## src/rtl/mem_access_unit_pkg.sv

```systemverilog
// Shared MEM-stage definitions: state encoding, datapath widths and the
// MEM/WB bubble value used while the pipeline is stalled.
package mem_access_unit_pkg;

   localparam int DATA_W = 32;
   localparam int REG_W  = 5;

   typedef enum logic [1:0] {
      ST_IDLE = 2'd0,
      ST_REQ  = 2'd1,
      ST_DONE = 2'd2
   } mem_state_t;

   typedef struct packed {
      logic regwrite;
      logic memtoreg;
   } memwb_ctrl_t;

   localparam memwb_ctrl_t MEMWB_BUBBLE = '{regwrite: 1'b0, memtoreg: 1'b0};

endpackage

```

## src/rtl/mem_timeout_ctr.sv

```systemverilog
// Bus-wait timeout counter: clear restarts the count, enable advances it,
// expire flags the final allowed wait cycle.
module mem_timeout_ctr #(
   parameter int LIMIT = 16,
   parameter int CNT_W = 5
) (
   input  logic clk,
   input  logic reset,
   input  logic clear_i,
   input  logic enable_i,
   output logic expire_o
);

   localparam logic [CNT_W-1:0] LAST_C = CNT_W'(LIMIT - 1);

   logic [CNT_W-1:0] cnt_q;
   logic [CNT_W-1:0] cnt_d;

   always_comb begin
      cnt_d = cnt_q;
      if (clear_i) begin
         cnt_d = '0;
      end else if (enable_i) begin
         cnt_d = cnt_q + 1'b1;
      end
   end

   always_ff @(posedge clk or posedge reset) begin
      if (reset) begin
         cnt_q <= '0;
      end else begin
         cnt_q <= cnt_d;
      end
   end

   assign expire_o = (cnt_q == LAST_C);

endmodule

```

## src/rtl/mem_access_unit.sv

```systemverilog
// MEM-stage responder: issues data-memory accesses over req/ack, stalls the
// upstream pipeline while busy and registers the MEM/WB payload.
module mem_access_unit
   import mem_access_unit_pkg::*;
#(
   parameter int TIMEOUT_CYCLES = 16,
   parameter int CNT_W          = 5
) (
   input  logic              clk,
   input  logic              reset,
   input  logic              regwrite_m,
   input  logic              memtoreg_m,
   input  logic              memwrite_m,
   input  logic              memread_m,
   input  logic [DATA_W-1:0] execout_m,
   input  logic [DATA_W-1:0] writedata_m,
   input  logic [REG_W-1:0]  writereg_m,
   output logic              dmem_req,
   output logic              dmem_we,
   output logic [DATA_W-1:0] dmem_addr,
   output logic [DATA_W-1:0] dmem_wdata,
   input  logic [DATA_W-1:0] dmem_rdata,
   input  logic              dmem_ack,
   output logic              mem_stall,
   output logic              regwrite_w,
   output logic              memtoreg_w,
   output logic [DATA_W-1:0] readdata_w,
   output logic [DATA_W-1:0] execout_w,
   output logic [REG_W-1:0]  writereg_w,
   output logic              bus_error
);

   mem_state_t        state_q, state_d;
   logic              req_q, req_d;
   logic              we_q, we_d;
   logic [DATA_W-1:0] addr_q, addr_d;
   logic [DATA_W-1:0] wdata_q, wdata_d;
   logic [DATA_W-1:0] cap_q, cap_d;
   logic              err_q, err_d;
   memwb_ctrl_t       ctrl_q, ctrl_d;
   logic [DATA_W-1:0] rdw_q, rdw_d;
   logic [DATA_W-1:0] exw_q, exw_d;
   logic [REG_W-1:0]  wrw_q, wrw_d;
   logic              access;
   logic              ctr_clear, ctr_en, expire;

   mem_timeout_ctr #(
      .LIMIT (TIMEOUT_CYCLES),
      .CNT_W (CNT_W)
   ) u_timeout (
      .clk      (clk),
      .reset    (reset),
      .clear_i  (ctr_clear),
      .enable_i (ctr_en),
      .expire_o (expire)
   );

   always_comb begin
      access    = memread_m | memwrite_m;
      mem_stall = ((state_q == ST_IDLE) && access) || (state_q == ST_REQ);
      state_d   = state_q;
      req_d     = req_q;
      we_d      = we_q;
      addr_d    = addr_q;
      wdata_d   = wdata_q;
      cap_d     = cap_q;
      err_d     = err_q;
      ctrl_d    = ctrl_q;
      rdw_d     = rdw_q;
      exw_d     = exw_q;
      wrw_d     = wrw_q;
      ctr_clear = 1'b0;
      ctr_en    = 1'b0;
      case (state_q)
         ST_IDLE: begin
            if (access) begin
               state_d   = ST_REQ;
               req_d     = 1'b1;
               we_d      = memwrite_m;
               addr_d    = execout_m;
               wdata_d   = writedata_m;
               ctr_clear = 1'b1;
            end else begin
               ctrl_d.regwrite = regwrite_m;
               ctrl_d.memtoreg = memtoreg_m;
               rdw_d           = '0;
               exw_d           = execout_m;
               wrw_d           = writereg_m;
            end
         end
         ST_REQ: begin
            // A completing ack takes priority over a simultaneous timeout.
            if (dmem_ack) begin
               cap_d   = we_q ? '0 : dmem_rdata;
               req_d   = 1'b0;
               state_d = ST_DONE;
            end else if (expire) begin
               cap_d   = '0;
               req_d   = 1'b0;
               err_d   = 1'b1;
               state_d = ST_DONE;
            end else begin
               ctr_en = 1'b1;
            end
         end
         ST_DONE: begin
            ctrl_d.regwrite = regwrite_m;
            ctrl_d.memtoreg = memtoreg_m;
            rdw_d           = cap_q;
            exw_d           = execout_m;
            wrw_d           = writereg_m;
            state_d         = ST_IDLE;
         end
         default: begin
            state_d = ST_IDLE;
         end
      endcase
      // Stalled edges insert a bubble so writeback never repeats or runs early.
      if (mem_stall) begin
         ctrl_d = MEMWB_BUBBLE;
      end
   end

   always_ff @(posedge clk or posedge reset) begin
      if (reset) begin
         state_q <= ST_IDLE;
         req_q   <= 1'b0;
         we_q    <= 1'b0;
         addr_q  <= '0;
         wdata_q <= '0;
         cap_q   <= '0;
         err_q   <= 1'b0;
         ctrl_q  <= MEMWB_BUBBLE;
         rdw_q   <= '0;
         exw_q   <= '0;
         wrw_q   <= '0;
      end else begin
         state_q <= state_d;
         req_q   <= req_d;
         we_q    <= we_d;
         addr_q  <= addr_d;
         wdata_q <= wdata_d;
         cap_q   <= cap_d;
         err_q   <= err_d;
         ctrl_q  <= ctrl_d;
         rdw_q   <= rdw_d;
         exw_q   <= exw_d;
         wrw_q   <= wrw_d;
      end
   end

   assign dmem_req   = req_q;
   assign dmem_we    = we_q;
   assign dmem_addr  = addr_q;
   assign dmem_wdata = wdata_q;
   assign regwrite_w = ctrl_q.regwrite;
   assign memtoreg_w = ctrl_q.memtoreg;
   assign readdata_w = rdw_q;
   assign execout_w  = exw_q;
   assign writereg_w = wrw_q;
   assign bus_error  = err_q;

endmodule

```

## config.mk

```make
export PLATFORM = sky130hd
export DESIGN_NAME = mem_access_unit
export DESIGN_NICKNAME = d
export VERILOG_FILES = /design/src/rtl/mem_access_unit_pkg.sv /design/src/rtl/mem_timeout_ctr.sv /design/src/rtl/mem_access_unit.sv
export SDC_FILE = /design/constraint.sdc
export NUM_CORES = 1
export LEC_CHECK = 0
export ABC_CLOCK_PERIOD_IN_PS = 6300
export CAP_MARGIN = 20
export CORE_UTILIZATION = 41
export DETAILED_ROUTE_END_ITERATION = 8
export GPL_ROUTABILITY_DRIVEN = 1
export GPL_TIMING_DRIVEN = 0
export PLACE_DENSITY_LB_ADDON = 0.3
export SLEW_MARGIN = 30
export SYNTH_ARGS = -nofsm -noshare
export SYNTH_HDL_FRONTEND = slang
export SYNTH_HIERARCHICAL = 1
export SYNTH_SLANG_ARGS = --single-unit
```

## constraint.sdc

```tcl
create_clock -name clk -period 6.3 [get_ports clk]
set_clock_uncertainty 0.05 [all_clocks]
set_input_delay 1.26 -clock clk [delete_from_list [all_inputs] [get_ports clk]]
set_output_delay 1.26 -clock clk [all_outputs]
set_load 0.01 [all_outputs]
```

# Word level (Yosys, flattened, before mapping)
# Cells that the tools add are included.
# W data, S select, Z words.
[op_classes]
div = 0
add_sub_neg = 1
multipliers = 0
n_eq_ne = 7
n_reduce_logical = 15
bitwise = 2
magnitude_cmp = 0
n_mux = 27
shifts = 0
[op_table]
columns = ["operator", "count"]
rows = [
  ["$mux W32", 5],
  ["$pmux W32 S2", 2],
  ["$mux W5", 3],
  ["$mux W2", 5],
  ["$pmux W5 S2", 1],
  ["$reduce_and A2 Y1", 5],
  ["$mux W1", 8],
  ["$pmux W2 S2", 2],
  ["$reduce_bool A2 Y1", 4],
  ["$ne A3 B3 Y1 const B", 2],
  ["$reduce_and A3 Y1", 2],
  ["$add A5 B1 Y5 const B", 1],
  ["$eq A5 B4 Y1 const B", 1],
  ["$ne A2 B2 Y1 const B", 2],
  ["$reduce_bool A3 Y1", 1],
  ["$eq A2 B1 Y1 const B", 1],
  ["$eq A2 B2 Y1 const B", 1],
  ["$logic_not A2 Y1", 1],
  ["$pmux W1 S2", 1],
  ["$logic_and A1 B1 Y1", 1],
  ["$logic_or A1 B1 Y1", 1],
  ["$not A1 Y1", 1],
  ["$or A1 B1 Y1", 1],
]
[totals]
rom_bits = 0
input_bits = 108
word_cells = 65
ram_bits = 0
n_memories = 0
register_bits = 177
latchBits = 0
out_inout_bits = 139

# Longest topological paths before layout
# Gate-level depths: netlist of run 1.
[depth]
depth_word = 6
depth_mapped = 8

# Hierarchy
# The synthesis of run 1 kept the hierarchy.
[modules_own_cells]
columns = ["module", "cells_each", "instances", "area_each_um2", "seq_area_each_um2"]
rows = [
  ["mem_access_unit", 463, 1, 7068.0, 4304.1],
  ["mem_timeout_ctr", 24, 1, 282.8, 125.1],
]

# Worst setup path before layout of run 1
# OpenSTA, ideal clock, no wires.
[synth_path]
kind = "input port to output port"
start = "input memwrite_m"
end = "output mem_stall"
path_stages = 3
arrival_time_ns = 1.856
setup_slack_ns = 3.134
t_required_ns = 4.990
cell_sequence = "o21ai_4 -> buf_6 -> nand2_1"
[synth_via]
elab_chain_cells = 3
[synth_rtl]
columns = ["item", "line", "text"]
rows = [
  ["start: declaration", "mem_access_unit.sv:13", "input logic memwrite_m,"],
  ["$or A1 B1 Y1", "mem_access_unit.sv:59", "access = memread_m | memwrite_m;"],
  ["$logic_and A1 B1 Y1", "mem_access_unit.sv:60", "mem_stall = ((state_q == ST_IDLE) && access) || (state_q == ST_REQ);"],
  ["$logic_or A1 B1 Y1", "mem_access_unit.sv:60", ""],
  ["end: declaration", "mem_access_unit.sv:24", "output logic mem_stall,"],
]
# No other way between the ends.

# Final worst setup path of run 1
# Ends and elaborated chain as after synthesis.

==> flow_summary.json, run 1 <==
{
  "critPathLaunchType": "input port",
  "synthesis.area_sq_mm": 0.00735,
  "start_util_pct": 42.2,
  "place_hpwl_um": 13500,
  "viasPerCell": 5.10,
  "hold_violations": 0,
  "coreArea_sq_mm": 0.0174,
  "maxSlewHeadroom_pct": 63.3,
  "ys_seq_area_share_pct": 60.3,
  "path_cells": "clkdlybuf4s50_1 > o21ai_4 > buf_6 > nand2_1 > clkdlybuf4s50_1",
  "die_width_um": 136,
  "wl_per_cell_um": 18.8,
  "dr.first_iter.drc_count": 185,
  "slew_viol_final": 0,
  "holdWs_ns": 0.415,
  "clock_latency_ns": 0.42,
  "cp_max_fo": 10,
  "fp.dieArea_sq_mm": 0.0185,
  "antenna_found_initial": 0,
  "drtPass1Iterations": 4,
  "nFillCells": 1317,
  "port_buffers": 246,
  "clock-sinks": 177,
  "track_usage_pct": 20.6,
  "finalCriticalPeriod_ns": 4.31,
  "worstHoldPathCells": 1,
  "synth-seq-cells": 177,
  "hold_path_class": "register to register",
  "leakagePower_nw": 4.88,
  "yosysWarnings": 6,
  "ys_types": 36,
  "post_cts_resized": 0,
  "crit_start": "memwrite_m",
  "cp_slowest_cell": "clkdlybuf4s50_1",
  "final_common_cell": "clkdlybuf4s50_1",
  "power.density_mw_per_mm2": 522,
  "r2r_setup_slack_ns": 3.97,
  "hold_buffers": 0,
  "ir_drop_v": 0.000256,
  "drive_above_1_share_pct": 23.5,
  "h-tree-depth": 4,
  "place.gp.congestion": 0.814,
  "placementRows": 48,
  "die_h_um": 136,
  "worstSetupEndpoint": "mem_stall",
  "cp-end-kind": "primary output",
  "p_total_mw": 5.62,
  "critPathKind": "input port to primary output",
  "r2r-start": "u_timeout/cnt_q[0]$_DFFE_PP0P_",
  "n_antenna_cell": 0,
  "rsz0062_at_grt": "no",
  "num-nets-final": 863,
  "reg2reg_depth": 8,
  "postSynthCellCount": 487,
  "grt_pass1_vias": 5243,
  "setup_viol": 0,
  "cp.required_ns": 4.99,
  "fmax_ghz": 0.232,
  "syn_area_per_cell_sq_um": 15.1,
  "syn_to_final_growth_pct": 46.3,
  "grt_pass1_wl_um": 28800,
  "fin_crit_sh_pct": 68.4,
  "syn-num-nets": 597,
  "final_cell_mix": "clkdlybuf4s50_1, dfrtp_1, mux2_4",
  "cts_tree": "yes",
  "worstPathArrival_ns": 3.00,
  "via_count": 5053,
  "maxCapViolCount": 0,
  "r2r_end": "cap_q[4]$_DFFE_PP0P_",
  "grt_max_degree": 97,
  "clk_pin_slew_worst_paths_ns": 0.07,
  "routed_wl_um": 18600,
  "drc": 0,
  "tightest_slew_ns": 0.550,
  "ant_nets": 0,
  "numCtsBuffers": 17,
  "cpMostUsedCell": "clkdlybuf4s50_1",
  "status": "completed",
  "cts-root-buf": "clkbuf_16",
  "cp_slowest_stage_delay_ns": 0.49,
  "cts_setup_buffers": 0,
  "ioPinCount": 247,
  "cts_buffer_depth": 2,
  "grt-ovfl-total": 0
}
[worst min-delay path by stage]
stage                                      from                         to
final                     bus_error$_DFFE_PP0P_      bus_error$_DFFE_PP0P_
after detailed placement  bus_error$_DFFE_PP0P_      bus_error$_DFFE_PP0P_
after CTS                 bus_error$_DFFE_PP0P_      bus_error$_DFFE_PP0P_
after floorplan            cap_q[0]$_DFFE_PP0P_  readdata_w[0]$_DFFE_PP0P_
after global placement    bus_error$_DFFE_PP0P_      bus_error$_DFFE_PP0P_
after global routing      bus_error$_DFFE_PP0P_      bus_error$_DFFE_PP0P_
[cell type report]
type | count | area [sq um] | area share [%]
clock buffers | 19 | 453 | 4.21
multi-input cells | 268 | 2580 | 24.0
inverters | 4 | 22.5 | 0.209
repair buffers | 247 | 2490 | 23.1
clock inverters | 13 | 175 | 1.63
well taps | 225 | 282 | 2.62
flip-flops and latches | 177 | 4430 | 41.2
plain buffers | 38 | 325 | 3.02
[flip-flops by register name, indices dropped and copies added, names as in the netlist, 2 cells and up]
| signal | count |
|---|---|
| cap_q | 32 |
| dmem_wdata | 32 |
| execout_w | 32 |
| dmem_addr | 32 |
| state_q | 2 |
| writereg_w | 5 |
| u_timeout/cnt_q | 5 |
| readdata_w | 32 |
[through the flow]
stage / instance area, sq um / setup WS (ns) / instances / utilization, % / TNS (ns)
after global routing: 10800 / 1.91 / 991 / 61.8 / 0
after detailed placement: 10100 / 1.98 / 959 / 58.2 / 0
final: 10800 / 1.99 / 991 / 61.8 / 0
after CTS: 10800 / 1.96 / 991 / 61.8 / 0
after floorplan: 7350 / 0.330 / 487 / - / 0
after global placement: 10100 / -1.70 / 958 / 58.0 / -290.07
[critical path, delay by kind of cell]
| family | cells | cell delay [ns] |
|---|---|---|
| AND/OR/NAND/NOR | 1 | 0.07 |
| buffers and inverters | 3 | 1.19 |
| AO/OA/AOI/OAI | 1 | 0.47 |
[cells in the mapped netlist, drive strengths merged]
library cell / instances / area (sq um)
a32o: 2 / 20.0
buf: 33 / 304
nor2: 9 / 41.3
nand4: 1 / 21.3
o31ai: 33 / 248
and2b: 3 / 25.0
a21oi: 1 / 5.00
a21bo: 1 / 10.0
and3: 1 / 6.26
nor2b: 2 / 12.5
a22o: 33 / 290
o21bai: 1 / 18.8
ha: 2 / 25.0
nand3b: 1 / 7.51
inv: 4 / 15.0
o21ai: 34 / 181
o21ba: 1 / 10.0
nand2: 35 / 131
nor3: 1 / 5.00
mux2i: 1 / 10.0
a211oi: 1 / 7.51
dfrtp: 177 / 4430
xnor2: 1 / 8.76
a21o: 1 / 7.51
mux2: 102 / 1480
clkbuf: 5 / 21.3
nand2b: 1 / 6.26
[kinds of logic (layout without fill, tap and decap cells)]
family | after synthesis | count (layout) | synth area share, %
simple gates | 54 | 54 | 3.49
mux | 103 | 103 | 20.3
xor+xnor | 1 | 1 | 0.119
buf+inv | 42 | 321 | 4.63
compound gates | 108 | 108 | 10.9
flops | 177 | 177 | 60.3
fa+ha+maj | 2 | 2 | 0.340
[power by group]
group	internal (mW)	switching (mW)	total (mW)
clock network	0.656	0.460	1.12
logic	1.56	0.965	2.53
registers	1.65	0.324	1.97
[routing by layer]
metal,share of wire (%),track usage [%]
met1,42,26.4
met2,48,33.5
met3,7.4,5.78
met4,1.8,6.73
met5,0,0
(Power assumes the default switching activity.)
==> run 2, diff against run 1 <==
--- a/config.mk
+++ b/config.mk
@@ -5,7 +5,7 @@
 export SDC_FILE = /design/constraint.sdc
 export NUM_CORES = 1
 export LEC_CHECK = 0
-export ABC_CLOCK_PERIOD_IN_PS = 6300
+export ABC_CLOCK_PERIOD_IN_PS = 3800
 export CAP_MARGIN = 20
 export CORE_UTILIZATION = 41
 export DETAILED_ROUTE_END_ITERATION = 8
==> constraint.sdc (replaced) <==
create_clock -name clk -period 3.8 [get_ports clk]
set_clock_uncertainty 0.05 [all_clocks]
set_input_delay 0.76 -clock clk [delete_from_list [all_inputs] [get_ports clk]]
set_output_delay 0.76 -clock clk [all_outputs]
set_load 0.01 [all_outputs]
==> flow_summary.json, run 2 (same netlist as run 1, synthesis figures left out) <==
{
  "antenna_found_initial": 0,
  "die_h_um": 136,
  "track_usage_pct": 20.7,
  "h-tree-depth": 4,
  "placementRows": 48,
  "crit_cells": 5,
  "grt_pass1_wl_um": 29200,
  "multi_input_area_sq_mm": 0.00258,
  "clock_latency_ns": 0.42,
  "wl_per_cell_um": 18.7,
  "critPathLaunchType": "input port",
  "cp-end-kind": "primary output",
  "hold_violations": 0,
  "r2r-start": "u_timeout/cnt_q[0]$_DFFE_PP0P_",
  "tightest_slew_ns": 0.489,
  "path_cells": "clkdlybuf4s50_1 > o21ai_4 > buf_6 > nand2_1 > clkdlybuf4s50_1",
  "syn_to_final_growth_pct": 47.2,
  "num-nets-final": 868,
  "cts_buffer_depth": 2,
  "cts_setup_buffers": 0,
  "place_worst_setup_slack_ns": 0.473,
  "post_cts_resized": 0,
  "post-route-cell-area_sq_mm": 0.0108,
  "cp_slowest_cell": "clkdlybuf4s50_1",
  "die_width_um": 136,
  "start_util_pct": 42.2,
  "final_cell_mix": "clkdlybuf4s50_1, dfrtp_1, mux2_4",
  "final.setup.tns_ns": 0,
  "slew_viol_final": 0,
  "power.density_mw_per_mm2": 855,
  "drtPass1Iterations": 4,
  "r2r_end": "cap_q[4]$_DFFE_PP0P_",
  "routed_wl_um": 18600,
  "nFillCells": 1293,
  "maxSlewHeadroom_pct": 67.3,
  "cpMostUsedCell": "clkdlybuf4s50_1",
  "hold_buffers": 0,
  "post-route-util_pct": 62.1,
  "leakagePower_nw": 4.89,
  "r2r_setup_slack_ns": 1.42,
  "seqCellArea_sq_mm": 0.00443,
  "fin_crit_sh_pct": 87.1,
  "cts-root-buf": "clkbuf_16",
  "drc": 0,
  "cp_slowest_stage_delay_ns": 0.49,
  "holdWs_ns": 0.424,
  "ir_drop_v": 0.000444,
  "place.gp.congestion": 0.839,
  "dr.first_iter.drc_count": 179,
  "grt-ovfl-total": 0,
  "cp_max_fo": 10,
  "via_count": 5040,
  "critPathTopFamily": "buffers and inverters",
  "hold_path_class": "register to register",
  "fin_ws_ns": 0.491,
  "cts_tree": "yes",
  "rsz0062_at_grt": "no",
  "place_hpwl_um": 13900,
  "ant_nets": 0,
  "grt_max_degree": 33,
  "ioPinCount": 247,
  "setup_viol": 0,
  "worstPathArrival_ns": 2.50,
  "port_buffers": 246,
  "viasPerCell": 5.06,
  "reg2reg_depth": 8,
  "critPathKind": "input port to primary output",
  "numCtsBuffers": 17,
  "coreArea_sq_mm": 0.0174,
  "cp_num_buf_inv": 3,
  "clock-sinks": 177,
  "drive_above_1_share_pct": 23.9,
  "final_common_cell": "clkdlybuf4s50_1",
  "fp.dieArea_sq_mm": 0.0185,
  "fmax_ghz": 0.302,
  "maxCapViolCount": 0,
  "n_antenna_cell": 0,
  "place_area_sq_mm": 0.0102,
  "cp.required_ns": 2.99,
  "clk_pin_slew_worst_paths_ns": 0.07,
  "status": "completed",
  "crit_start": "memwrite_m",
  "finalCriticalPeriod_ns": 3.31,
  "grt_pass1_vias": 5228,
  "worstSetupEndpoint": "mem_stall"
}
[run 2: changes by cell type in the layout (fill, tap and decap cells not counted)]
cell and change:
bufinv_16 -1, clkinv_2 -2, clkinv_4 -3, clkbuf_8 -2, clkinvlp_4 +5, inv_6 +2, clkbuf_1 +1, buf_12 +5
[run 2: cell type report]
cell class,count,area share (%)
multi-input cells,268,23.8
clock buffers,18,3.97
clock inverters,14,1.55
repair buffers,252,23.9
plain buffers,38,3.01
inverters,4,0.173
well taps,225,2.60
flip-flops and latches,177,40.9
[run 2: report_power, final]
group | switching [mW] | total (mW) | internal, mW
clock network | 0.786 | 1.78 | 0.994
registers | 0.526 | 3.26 | 2.74
logic | 1.61 | 4.21 | 2.60
total | 2.92 | 9.25 | 6.33
[run 2: worst min path at each step]
stage,from,end,depth (start not counted)
floorplan,cap_q[0]$_DFFE_PP0P_,readdata_w[0]$_DFFE_PP0P_,1
global route,bus_error$_DFFE_PP0P_,bus_error$_DFFE_PP0P_,1
finish,bus_error$_DFFE_PP0P_,bus_error$_DFFE_PP0P_,1
detailed placement,bus_error$_DFFE_PP0P_,bus_error$_DFFE_PP0P_,1
global placement,bus_error$_DFFE_PP0P_,bus_error$_DFFE_PP0P_,1
CTS,bus_error$_DFFE_PP0P_,bus_error$_DFFE_PP0P_,1
[run 2: metrics by stage]
stage               std cells  power, mW
finish                    996       9.25
global placement          958       7.38
floorplan                 487       5.47
global route              996       9.74
CTS                       996       9.34
detailed placement        964       7.52
[run 2: per-layer routing]
layer / vias up / track usage, % / routed length [um]
met5: - / 0 / 0
met4: 0 / 6.79 / 189
met3: 14 / 5.22 / 1310
met2: 195 / 34.2 / 9180
met1: 2537 / 26.7 / 7910
li1: 2294 / - / -
[run 2: worst register-to-register path, cell delays in order, from the launching register on]
cell and delay, ns:
dfrtp_1 0.44, ha_1 0.25, and3_1 0.19, ha_1 0.23, nor2_1 0.27, clkbuf_1 0.36
buf_2 0.31, o21ai_0 0.12, o31ai_1 0.08
==> edit (settings of run 2) <==
`DATA_W`: 32 -> 48.
--- a/src/rtl/mem_access_unit_pkg.sv
+++ b/src/rtl/mem_access_unit_pkg.sv
@@ -4,3 +4,3 @@
 
-   localparam int DATA_W = 32;
+   localparam int DATA_W = 48;
    localparam int REG_W  = 5;
Ports: changed (7 resized); port bits go from 247 to 359. The function was not compared with the original's and may differ.
==> edit against run 2 <==
- routed wire length rose by 48%
- sequential cell count up 80
- via count increased by 43%
- cell area rose by 39%
- fmax up 3.0%
- total power up 38%
- synthesized area up 36%
- sequential share of layout area rose by 1.7 points
- worst setup slack gained 0.096 ns
- largest cell class unchanged
- highest routed layer unchanged
==> edit: results <==
[place]
dpl_worst_slack_ns = 0.843
io_buffers = 358
dp_hpwl_mm = 20.3
gp_congestion = 0.780

[clock_network]
post_cts_buffers = 0
htreeDepth = 1
worst_skew_pair.late_latency_ns = 0.52
cts_inserted_buffers = 28
clk_path_buf_depth = 3
cts_resized = 0
root_buffer = clkbuf_16

[synthesis]
yosysUniqueCellTypes = 35
synth_compound_area_share_pct = 11.1
ys_top_cells_by_area = dfrtp_1 (64%), mux2_2 (14%), a22o_1 (4.3%)
synthAdderAreaFrac_pct = 0.251
synthMuxAreaShare_pct = 18.0
synth_flop_cell = dfrtp_1
ys_seq_area_share_pct = 64.4
synth_xor_area_share_pct = 0.0877
synth_nets = 854
synth_common_cells = dfrtp_1 (257), mux2_2 (123), nand2_1 (51), o21ai_0 (51), a22o_1 (49)

[global_route]
grt_start_max_net_pins = 30
first_global_vias = 7536
grt_first_pass_wirelength_mm = 41.8
track_usage_pct = 21.5

[worst_setup_path]
path_max_fanout = 10
rr_endpoint = cap_q[9]
crit_arrival_ns = 2.40
worst-r2r-cell-count = 7
r2r_slack_ns = 1.18
slowest_delay_ns = 0.49

[min_path]
hold_class = flip-flop to flip-flop
hp-start = bus_error

[final_layout]
nets = 1252
drive_above_1_share_pct = 21.4

[drt]
drt-total-wl_mm = 27.5
dr.pass1.iters = 5
initialDrtViolationCount = 361
drt-vias-per-instance = 5.04

[timing]
slew_headroom_pct = 57.7

[outcome]
status = completed

[power]
irDropWorstVdd_mv = 0.561
leakage_nw = 6.45
edit: cell types whose count changed in the layout (fill, tap and decap cells not counted), sizes merged, moves of 3 or more:
cell           before  now
clkinvlp            5    2
inv                11    3
clkbuf             23   62
o31ai              33   48
a22o               33   49
buf                39   42
clkdlybuf4s50     246  358
nand2              35   51
mux2              102  150
o21ai              34   52
dfrtp             177  257
edit: cell type report:
type / count / area [µm²]
clock inverters: 3 / 42.5
fillers: 1835 / 8610
inverters: 4 / 18.8
repair buffers: 368 / 3800
flip-flops and latches: 257 / 6430
plain buffers: 53 / 277
well taps: 319 / 399
clock buffers: 41 / 841
multi-input cells: 382 / 3270
edit: routing by layer:
layer  track usage, %  vias to the layer above  wire, µm
met5                0                        -         0
met4             6.55                        0       665
met3             4.74                       43      1920
met2             35.8                      255     13600
met1             28.1                     3596     11200
li1                 -                     3297         -
edit: metrics by stage:
stage	hold WS (ns)	cell area, µm²	utilization, %	cells	power (mW)
after detailed placement	0.401	14200	59.9	1383	10.2
after floorplan	0.416	9990	-	696	7.23
final	0.406	15100	63.6	1427	12.8
after CTS	0.416	15100	63.6	1427	12.9
after global placement	0.390	14000	59.0	1373	10.1
after global routing	0.435	15100	63.6	1427	13.5
edit: worst max path at each step:
stage / startpoint / to / slack [ns]
CTS: state_q[1] / mem_stall / 0.56
floorplan: reset / bus_error / -0.33
detailed placement: memwrite_m / mem_stall / 0.84
finish: state_q[1] / mem_stall / 0.59
global route: state_q[1] / mem_stall / 0.40
global placement: reset / dmem_wdata[4] / -2.23
edit: where the power goes:
part / internal (mW) / total, mW / switching, mW
Combinational: 3.22 / 5.49 / 2.27
Sequential: 3.98 / 4.68 / 0.693
Clock: 1.57 / 2.61 / 1.04
Total: 8.78 / 12.8 / 4.00
edit: logic make-up after synthesis:
logic type      after synthesis
flops                       257
compound gates              155
mux                         151
simple gates                 73
buf+inv                      57
fa+ha+maj                     2
xor+xnor                      1
edit: worst max-delay path: cells and delay by family, from the launching register on:
kind | cells | cell delay (ns)
buffers and inverters | 3 | 1.12
DFF | 1 | 0.45
and+or+nand+nor | 2 | 0.30
